File: src/rtl/ext_trig_cond_if.sv
// Bundle of ext_trig_cond signals: raw trigger inputs, configuration, the
// accepted-trigger strobe and the housekeeping counters.
// The master modport drives the inputs; the slave modport is the conditioner.
interface ext_trig_cond_if #(
  parameter int MW_W  = 8,
  parameter int HO_W  = 16,
  parameter int CNT_W = 32
);
  logic             ext_trig_maroc;
  logic             pixel_trig_maroc;
  logic             trig_en;
  logic             self_mask_en;
  logic [MW_W-1:0]  min_width;
  logic [HO_W-1:0]  holdoff;
  logic             cnt_clr;
  logic             trig_pulse;
  logic             trig_is_self;
  logic             trig_busy;
  logic [CNT_W-1:0] trig_count;
  logic [CNT_W-1:0] self_count;
  logic [15:0]      glitch_count;
  logic [47:0]      trig_ts;

  modport master (
    output ext_trig_maroc, pixel_trig_maroc, trig_en, self_mask_en,
           min_width, holdoff, cnt_clr,
    input  trig_pulse, trig_is_self, trig_busy, trig_count, self_count,
           glitch_count, trig_ts
  );

  modport slave (
    input  ext_trig_maroc, pixel_trig_maroc, trig_en, self_mask_en,
           min_width, holdoff, cnt_clr,
    output trig_pulse, trig_is_self, trig_busy, trig_count, self_count,
           glitch_count, trig_ts
  );
endinterface

File: src/rtl/ext_trig_cond.sv
// External trigger conditioner: synchronises the shared trigger line,
// qualifies pulses by minimum width, classifies self/external origin,
// applies a holdoff and emits a one-cycle accepted-trigger strobe.
// Optional feature: define EXT_TRIG_TIMESTAMP_EN to timestamp each fire
// with a free-running 48-bit counter; otherwise trig_ts is tied to 0.
module ext_trig_cond #(
  parameter int SYNC_STAGES = 2,
  parameter int MW_W        = 8,
  parameter int HO_W        = 16,
  parameter int CNT_W       = 32
) (
  input logic           clk,
  input logic           rst_n,
  ext_trig_cond_if.slave bus
);

  localparam logic [2:0] S_IDLE = 3'd0;
  localparam logic [2:0] S_QUAL = 3'd1;
  localparam logic [2:0] S_FIRE = 3'd2;
  localparam logic [2:0] S_HOLD = 3'd3;
  localparam logic [2:0] S_WLOW = 3'd4;

  localparam logic [MW_W-1:0]  MW_ONE  = 1;
  localparam logic [HO_W-1:0]  HO_ONE  = 1;
  localparam logic [CNT_W-1:0] CNT_ONE = 1;

  logic [SYNC_STAGES-1:0] s_sync, p_sync;
  logic                   s, p;

  logic [2:0]       state, state_nxt;
  logic [MW_W-1:0]  wcnt, wcnt_nxt, mw_q, mw_nxt;
  logic [HO_W-1:0]  ho_cnt, ho_nxt;
  logic             self_f, self_nxt;
  logic             fire_entry, glitch_inc;

  logic             trig_pulse_q, trig_is_self_q, trig_busy_q;
  logic [CNT_W-1:0] trig_count_q, self_count_q;
  logic [15:0]      glitch_count_q;

  assign s = s_sync[SYNC_STAGES-1];
  assign p = p_sync[SYNC_STAGES-1];

  // Synchronise the line and delay the local drive by the same depth.
  always_ff @(posedge clk) begin
    // NOTE: sequential state uses non-blocking assignments so every flop
    // samples pre-edge values regardless of statement order.
    if (!rst_n) begin
      s_sync <= '0;
      p_sync <= '0;
    end else begin
      s_sync <= {s_sync[SYNC_STAGES-2:0], bus.ext_trig_maroc};
      p_sync <= {p_sync[SYNC_STAGES-2:0], bus.pixel_trig_maroc};
    end
  end

  // Next-state and datapath decode for the conditioning FSM.
  always_comb begin
    // NOTE: every variable gets a default first so no path infers a latch.
    state_nxt  = state;
    wcnt_nxt   = wcnt;
    mw_nxt     = mw_q;
    self_nxt   = self_f;
    ho_nxt     = ho_cnt;
    fire_entry = 1'b0;
    glitch_inc = 1'b0;
    case (state)
      S_IDLE: if (s) begin
        state_nxt = S_QUAL;
        wcnt_nxt  = MW_ONE;
        mw_nxt    = (bus.min_width == '0) ? MW_ONE : bus.min_width;
        self_nxt  = p;
      end
      S_QUAL: begin
        self_nxt = self_f | p;
        if (wcnt == mw_q) begin
          state_nxt  = S_FIRE;
          fire_entry = 1'b1;
        end else if (!s) begin
          state_nxt  = S_IDLE;
          glitch_inc = 1'b1;
        end else begin
          wcnt_nxt = wcnt + MW_ONE;
        end
      end
      S_FIRE: begin
        if (bus.holdoff == '0) begin
          state_nxt = S_WLOW;
        end else begin
          state_nxt = S_HOLD;
          ho_nxt    = bus.holdoff;
        end
      end
      S_HOLD: begin
        if (ho_cnt <= HO_ONE) state_nxt = S_WLOW;
        else                  ho_nxt    = ho_cnt - HO_ONE;
      end
      S_WLOW: if (!s) state_nxt = S_IDLE;
      default: state_nxt = S_IDLE;
    endcase
    // Disable aborts whatever is in flight; an aborted qualification is
    // neither a fire nor a glitch.
    if (!bus.trig_en) begin
      state_nxt  = S_IDLE;
      fire_entry = 1'b0;
      glitch_inc = 1'b0;
    end
  end

  // FSM state, event registers and registered strobe outputs.
  always_ff @(posedge clk) begin
    if (!rst_n) begin
      state          <= S_IDLE;
      wcnt           <= '0;
      mw_q           <= MW_ONE;
      ho_cnt         <= '0;
      self_f         <= 1'b0;
      trig_pulse_q   <= 1'b0;
      trig_is_self_q <= 1'b0;
      trig_busy_q    <= 1'b0;
    end else begin
      state          <= state_nxt;
      wcnt           <= wcnt_nxt;
      mw_q           <= mw_nxt;
      ho_cnt         <= ho_nxt;
      self_f         <= self_nxt;
      trig_pulse_q   <= fire_entry & ~(self_nxt & bus.self_mask_en);
      // Classification is only presented alongside an emitted strobe.
      trig_is_self_q <= fire_entry & self_nxt & ~bus.self_mask_en;
      trig_busy_q    <= (state_nxt != S_IDLE);
    end
  end

  // Housekeeping counters; counted in FIRE even when the strobe is masked,
  // and a clear overrides any coincident increment.
  always_ff @(posedge clk) begin
    if (!rst_n || bus.cnt_clr) begin
      trig_count_q   <= '0;
      self_count_q   <= '0;
      glitch_count_q <= '0;
    end else begin
      if (state == S_FIRE) begin
        if (self_f) self_count_q <= self_count_q + CNT_ONE;
        else        trig_count_q <= trig_count_q + CNT_ONE;
      end
      if (glitch_inc && glitch_count_q != 16'hFFFF)
        glitch_count_q <= glitch_count_q + 16'd1;
    end
  end

`ifdef EXT_TRIG_TIMESTAMP_EN
  logic [47:0] ts_ctr, ts_q;

  // Free-running timebase; trig_ts captures it on every fire.
  always_ff @(posedge clk) begin
    if (!rst_n) begin
      ts_ctr <= '0;
      ts_q   <= '0;
    end else begin
      ts_ctr <= ts_ctr + 48'd1;
      if (fire_entry) ts_q <= ts_ctr;
    end
  end

  assign bus.trig_ts = ts_q;
`else
  assign bus.trig_ts = '0;
`endif

  assign bus.trig_pulse   = trig_pulse_q;
  assign bus.trig_is_self = trig_is_self_q;
  assign bus.trig_busy    = trig_busy_q;
  assign bus.trig_count   = trig_count_q;
  assign bus.self_count   = self_count_q;
  assign bus.glitch_count = glitch_count_q;

endmodule

File: src/flat_wrapper.sv
// flat-port wrapper written by rule: the top's interface ports become plain ports
module ext_trig_cond_flat 
#(
  parameter int SYNC_STAGES = 2,
  parameter int MW_W        = 8,
  parameter int HO_W        = 16,
  parameter int CNT_W       = 32
)
  (clk, rst_n, bus_ext_trig_maroc, bus_pixel_trig_maroc, bus_trig_en, bus_self_mask_en, bus_min_width, bus_holdoff, bus_cnt_clr, bus_trig_pulse, bus_trig_is_self, bus_trig_busy, bus_trig_count, bus_self_count, bus_glitch_count, bus_trig_ts);
  ext_trig_cond_if #(.MW_W(MW_W), .HO_W(HO_W), .CNT_W(CNT_W)) bus_i ();
  input logic clk;
  input logic rst_n;
  input wire logic [$bits(bus_i.ext_trig_maroc)-1:0] bus_ext_trig_maroc;
  input wire logic [$bits(bus_i.pixel_trig_maroc)-1:0] bus_pixel_trig_maroc;
  input wire logic [$bits(bus_i.trig_en)-1:0] bus_trig_en;
  input wire logic [$bits(bus_i.self_mask_en)-1:0] bus_self_mask_en;
  input wire logic [$bits(bus_i.min_width)-1:0] bus_min_width;
  input wire logic [$bits(bus_i.holdoff)-1:0] bus_holdoff;
  input wire logic [$bits(bus_i.cnt_clr)-1:0] bus_cnt_clr;
  output wire logic [$bits(bus_i.trig_pulse)-1:0] bus_trig_pulse;
  output wire logic [$bits(bus_i.trig_is_self)-1:0] bus_trig_is_self;
  output wire logic [$bits(bus_i.trig_busy)-1:0] bus_trig_busy;
  output wire logic [$bits(bus_i.trig_count)-1:0] bus_trig_count;
  output wire logic [$bits(bus_i.self_count)-1:0] bus_self_count;
  output wire logic [$bits(bus_i.glitch_count)-1:0] bus_glitch_count;
  output wire logic [$bits(bus_i.trig_ts)-1:0] bus_trig_ts;
  assign bus_i.ext_trig_maroc = bus_ext_trig_maroc;
  assign bus_i.pixel_trig_maroc = bus_pixel_trig_maroc;
  assign bus_i.trig_en = bus_trig_en;
  assign bus_i.self_mask_en = bus_self_mask_en;
  assign bus_i.min_width = bus_min_width;
  assign bus_i.holdoff = bus_holdoff;
  assign bus_i.cnt_clr = bus_cnt_clr;
  assign bus_trig_pulse = bus_i.trig_pulse;
  assign bus_trig_is_self = bus_i.trig_is_self;
  assign bus_trig_busy = bus_i.trig_busy;
  assign bus_trig_count = bus_i.trig_count;
  assign bus_self_count = bus_i.self_count;
  assign bus_glitch_count = bus_i.glitch_count;
  assign bus_trig_ts = bus_i.trig_ts;
  ext_trig_cond #(.SYNC_STAGES(SYNC_STAGES), .MW_W(MW_W), .HO_W(HO_W), .CNT_W(CNT_W)) u_core (.clk(clk), .rst_n(rst_n), .bus(bus_i));
endmodule
File: config.mk
export PLATFORM = sky130hd
export DESIGN_NAME = ext_trig_cond_flat
export DESIGN_NICKNAME = d
export VERILOG_FILES = /design/src/rtl/ext_trig_cond_if.sv /design/src/rtl/ext_trig_cond.sv /design/src/flat_wrapper.sv
export SDC_FILE = /design/constraint.sdc
export NUM_CORES = 1
export LEC_CHECK = 0
export ABC_AREA = 1
export BUFFER_PORTS_ARGS = -buffer_cell sky130_fd_sc_hd__buf_2
export CAP_MARGIN = 0
export CORE_AREA = 4 4 105 147
export DETAILED_ROUTE_END_ITERATION = 12
export DIE_AREA = 0 0 109 151
export HOLD_SLACK_MARGIN = 0.1
export PLACE_DENSITY = 0.79
export RECOVER_POWER = 100
export SLEW_MARGIN = 20
export SYNTH_ARGS = -nofsm -noshare
export SYNTH_HDL_FRONTEND = slang
export SYNTH_SLANG_ARGS = --single-unit
File: constraint.sdc
create_clock -name clk -period 3.6 [get_ports clk]
set_input_delay 0.36 -clock clk [delete_from_list [all_inputs] [get_ports clk]]
set_output_delay 0.36 -clock clk [all_outputs]
set_load 0.1 [all_outputs]
### Word level (Yosys, flattened, before mapping)

Cells that the tools add are included.

| operators by class | value |
|---|---|
| $add $sub $neg | 5 |
| magnitude comparators | 1 |
| equality and inequality tests | 11 |
| multiplexer cells | 24 |
| bitwise gates (word level) | 8 |
| reduce and logical (&&, ||, !) cells | 14 |

Operator list:

| kind | number |
|---|---|
| 32-bit by 1-bit adder with 32-bit output, second input constant | 2 |
| 16-bit two-way mux | 2 |
| 8-bit two-way mux | 4 |
| 16-bit case mux with 2 select lines | 1 |
| 3-bit two-way mux | 6 |
| 16-bit by 1-bit adder with 16-bit output, second input constant | 1 |
| 16-bit by 1-bit <= comparator with 1-bit output, second input constant | 1 |
| 16-bit logical NOT | 1 |
| 16-bit inequality test, second input constant | 1 |
| 8-bit case mux with 2 select lines | 1 |
| 16-bit by 1-bit subtractor with 16-bit output, second input constant | 1 |
| 3-bit case mux with 5 select lines | 1 |
| 8-bit by 1-bit adder with 8-bit output, second input constant | 1 |
| 8-bit == test | 1 |
| 8-bit logical NOT | 1 |
| 1-bit two-way mux | 8 |
| 3-bit by 2-bit == test with 1-bit output, second input constant | 2 |
| 2-bit inequality test, second input constant | 3 |
| 2-bit AND reduction | 3 |
| 1-bit AND | 4 |
| 2-bit by 1-bit inequality test with 1-bit output, second input constant | 2 |
| 4-bit AND reduction | 1 |
| 2-bit nonzero test | 2 |
| 3-bit by 1-bit == test with 1-bit output, second input constant | 1 |
| 10 further kinds | 12 |

| word-level totals | value |
|---|---|
| register bits after elaboration | 123 |
| output and inout bits | 131 |

### Longest topological paths before layout

| logic depth | value |
|---|---|
| word-level depth | 6 |
| mapped depth | 11 |

### Least setup slack after synthesis

OpenSTA, ideal clock, no wires.

| timing path | value |
|---|---|
| kind | flip-flop to flip-flop |
| start point | register u_core.glitch_count_q[0], in the netlist u_core.bus.glitch_count[0] |
| end point | register u_core.glitch_count_q[13], in the netlist u_core.bus.glitch_count[13] |
| setup time | 0.071 ns |
| arrival time | 2.315 ns |
| setup slack | 1.214 ns |
| cell stages (with the launch flop) | 9 |
| path buffers | 1 |
| cells stage by stage | dfxtp_1 -> ha_1 -> nand2_1 -> nor2_4 -> nand4_2 -> nand3_2 -> buf_6 -> nand2_1 -> a21oi_1 |

| on the way | value |
|---|---|
| word-level cells in the longest chain between the ends | 2 |

RTL lines:

| item | RTL line | RTL |
|---|---|---|
| start: declaration | ext_trig_cond.sv:38 | `logic [15:0] glitch_count_q;` |
| start signal: assignment | ext_trig_cond.sv:146 | `glitch_count_q <= glitch_count_q + 16'd1;` |
| parallel branches: the longest is 2 deep, another holds 16-bit by 1-bit adder with 16-bit output | n/a |  |

Parallel ways; which one is timed is not known.
A chain may end at the register's enable or synchronous reset.

### Final worst setup path

| timing path | value |
|---|---|
| start point | register u_core.state[0] |
| end point | register u_core.trig_count_q[14], in the netlist u_core.bus.trig_count[14] |

| on the way | value |
|---|---|
| word-level cells in the longest chain between the ends | 2 |

RTL lines:

| item | RTL line | RTL |
|---|---|---|
| start: declaration | ext_trig_cond.sv:30 | `logic [2:0] state, state_nxt;` |
| start signal: assignment | ext_trig_cond.sv:121 | `state <= state_nxt;` |
| 3-bit by 2-bit == test with 1-bit output | ext_trig_cond.sv:141 | `if (state == S_FIRE) begin` |
| 2-bit AND reduction (no line) | n/a |  |
| end signal: assignment | ext_trig_cond.sv:143 | `else trig_count_q <= trig_count_q + CNT_ONE;` |
| end: declaration | ext_trig_cond.sv:37 | `logic [CNT_W-1:0] trig_count_q, self_count_q;` |

No other way between the ends.

==> flow_metrics.py <==
metrics = {
    "timing": {
        "hold_viol": 0,
        "slew_headroom_pct": -1.91,
        "fmax_ghz": 0.349,
        "whs_ns": 0.131,
        "drv_slew": 47,
        "rsz0062_at_grt": "false",
        "fin_skew_ns": 0.00808,
        "period_minus_slack_ns": 2.86,
        "fin_tns_setup_ns": 0,
        "setup_viol": 0,
        "worst_slew_pin_slew_ns": 1.53,
        "period_share_pct": 79.5,
    },
    "setup_path": {
        "cp_cell_sequence": "inv_1 -> nand2_1 -> nor2_1 -> nand3_1 -> nor2_1 -> nand2_1 -> inv_1 -> nand2_1 -> nand2_1 -> nor2_1",
        "crit_path_max_fanout": 16,
        "cp.arrival_ns": 3.18,
        "setup.worst_path.end_class": "flop",
        "critical_path_class": "reg2reg",
        "worstPathRequired_ns": 3.92,
        "reg2reg_from": "u_core.state[0]",
        "crit_family": "simple AND/OR/NAND/NOR gates",
        "cp_slowest_cell": "nor2_1",
        "path_common_cell": "nand2_1",
        "cpPeakStageDelay_ns": 0.89,
        "crit_start": "u_core.state[0]",
        "cp-start-kind": "flop",
        "worstPathBufferInverterCount": 2,
    },
    "synthesis": {
        "synthTopCellsByCount": "nand2_1, nor2_1, dfxtp_1, inv_1, nand3_1",
        "syn_inst": 1239,
        "synth_area_um2": 7600,
        "yosys.cell_types.count": 37,
        "synth.most_common_cell": "nand2_1",
        "synthFlopType": "dfxtp_1",
        "synthArstFlopShare_pct": 0,
        "synth.area.top_cells": "dfxtp_1, nand2_1, nor2_1",
        "seq_area_frac_synth_pct": 32.4,
        "synth_top_cell_by_area": "dfxtp_1",
        "ys_warn_count": 0,
        "ys_seq_elements": 123,
        "synth_top_area_share_pct": 32.4,
        "synth-edff-count": 0,
        "syn_avg_cell_area_um2": 6.13,
    },
    "clocking": {
        "cts_tree": "yes",
        "cts_htree_levels": 4,
        "holdBufCountCts": 0,
        "cts.clk_slew.worst_paths_ns": 0.06,
        "cts.path.max_buffers": 2,
        "post_cts_resized": 0,
        "cts_sinks": 123,
        "clk_latency_ns": 0.42,
        "cts_setup_buffers": 0,
        "root_buffer": "clkbuf_16",
        "cts_buffers": 17,
    },
    "placed_design": {
        "dp_hpwl_um": 14400,
        "io_buffers": 113,
        "place.gp.congestion": 0.896,
    },
    "cells_and_area": {
        "nets": 1386,
        "drive_gt1_share_pct": 5.87,
        "area_delta_synth_final_pct": 13.7,
        "diodes": 0,
        "final_core_util_pct": 60.6,
    },
    "route": {
        "drc": 0,
        "wirelength_um": 19800,
        "viasPerCell": 5.14,
        "drt-initial-drc-count": 679,
        "ant_nets": 0,
        "dr.pass1.iters": 5,
        "wl_per_cell_um": 12.7,
        "routed-via-count": 7966,
    },
    "global_routing": {
        "grt_overflow": 0,
        "grt_pass1_vias": 7165,
        "grt_start_max_net_pins": 47,
        "grt_usage_pct": 24.0,
        "grt_pass1_wl_um": 32300,
        "antenna_found_initial": 0,
    },
    "die": {
        "die_h_um": 151,
        "io_pins": 162,
        "fp.dieW_um": 109,
        "dieArea_um2": 16500,
        "start_util_pct": 53.3,
        "coreArea_um2": 14200,
        "rows": 52,
    },
    "flow_run": {
        "maxCapViolations": 1,
    },
    "pwr": {
        "ir_drop_mv": 0.264,
        "p_leak_nw": 3.44,
        "finalPower_mw": 3.70,
        "power_density_nw_per_um2": 428,
    },
    "worst_hold_path": {
        "hp-start": "bus_ext_trig_maroc",
        "min_path_type": "in2reg",
    },
    "outcome": {
        "outcome": "finished with violations",
        "violations": "max-capacitance violations, max-slew violations",
    },
}
per-stage QoR:
step                      worst slack, ns  std cells  cell area [um^2]
after floorplan                      1.21       1286              7770
after global placement               1.46       1519              8120
after detailed placement             1.39       1519              8120
after CTS                            1.39       1551              8810
after global routing                0.568       1551              8640
final                               0.737       1551              8640
state kept, by name, summed over array words and instances, names as in the netlist:
name / flops
u_core.bus.glitch_count: 16
u_core.bus.self_count: 32
u_core.bus.trig_busy: 1
u_core.bus.trig_count: 32
u_core.bus.trig_is_self: 1
u_core.bus.trig_pulse: 1
u_core.ho_cnt: 16
u_core.mw_q: 8
u_core.p_sync: 2
u_core.s_sync: 2
u_core.self_f: 1
u_core.state: 3
u_core.wcnt: 8
where the power goes:
part / switching [mW] / total, mW / internal, mW
Combinational: 0.291 / 0.327 / 0.0359
Clock: 0.652 / 2.00 / 1.34
Sequential: 0.00528 / 1.37 / 1.37
area by class of cell:
type                    count  area (um^2)
inverters                 111          417
repair buffers            115          472
well taps                 189          236
fillers                  1429         5610
flip-flops and latches    123         2460
clock inverters            13          238
clock buffers              19          453
multi-input cells         981         4360
cells in the final DEF, fill, tap and decap left out:
cell type  synthesis  routed
inv_1            105     108
o21ai_1            1       1
o21a_1             3       3
dfxtp_1          123     123
conb_1             1      48
nand2_4            1       1
nor2_8             1       1
nand4_2            1       1
o22ai_1            2       2
nand2_1          406     411
buf_4             50       1
or2_2              7       7
nor2_4             7       3
nor2_2             4       2
inv_6              0       2
nor3_4             1       1
clkbuf_16          0      17
clkinv_2           0       1
nor3b_1            6       6
xnor2_1            6       6
xor2_1            14      14
clkinv_1           2       2
clkbuf_1          13      85
nand3_1           81      83
inv_2              4       1
bufinv_16          0       6
nor2_1           213     219
nor4_1             2       2
buf_2              5      29
nand4_1           17      17
clkbuf_8           0       2
o21ai_0           35      35
nand3b_1          18      18
nand3_2            3       1
and2_1             1       1
ha_1               6       6
a21oi_1           78      78
clkinv_4           0       4
o21bai_1           4       4
nor3_1            10      10
layer usage:
layer  GRT usage [%]  part of all wire (%)  vias up
li1                -                     -     4049
met3            4.65                   6.0       45
met1            27.9                    41     3619
met4            9.16                   2.4        0
met2            43.1                    51      253
met5               0                     0        -
path summary, 6_finish.rpt:
kind / to / depth (start not counted) / slack (ns)
worst min register to register: u_core.s_sync[1] / 2 / 0.42
worst max-delay path: u_core.bus.trig_count[14] / 10 / 0.74
worst max register to register: u_core.bus.trig_count[14] / 10 / 0.74
worst min-delay path: u_core.s_sync[0] / 3 / 0.13
cells by family (layout without fill, tap and decap cells):
family,count (synthesis),count (layout),share of synthesized area (%)
xor gates and xnor gates,20,20,2.31
other,1,48,0.0494
buffers and inverters,182,258,11.7
AOI/OAI and AO/OA,123,123,8.37
and+or+nand+nor,784,784,44.1
DFF,123,123,32.4
adders and majority gates,6,6,0.988
worst register-to-register path, stage by stage, from the launching register on:
cell and delay, ns:
dfxtp_1 0.39, inv_1 0.15, nand2_1 0.08, nor2_1 0.89, nand3_1 0.30, nor2_1 0.50, nand2_1 0.18, inv_1 0.11
nand2_1 0.06, nand2_1 0.06, nor2_1 0.04
No activity file was read; power rests on OpenSTA's default activity.
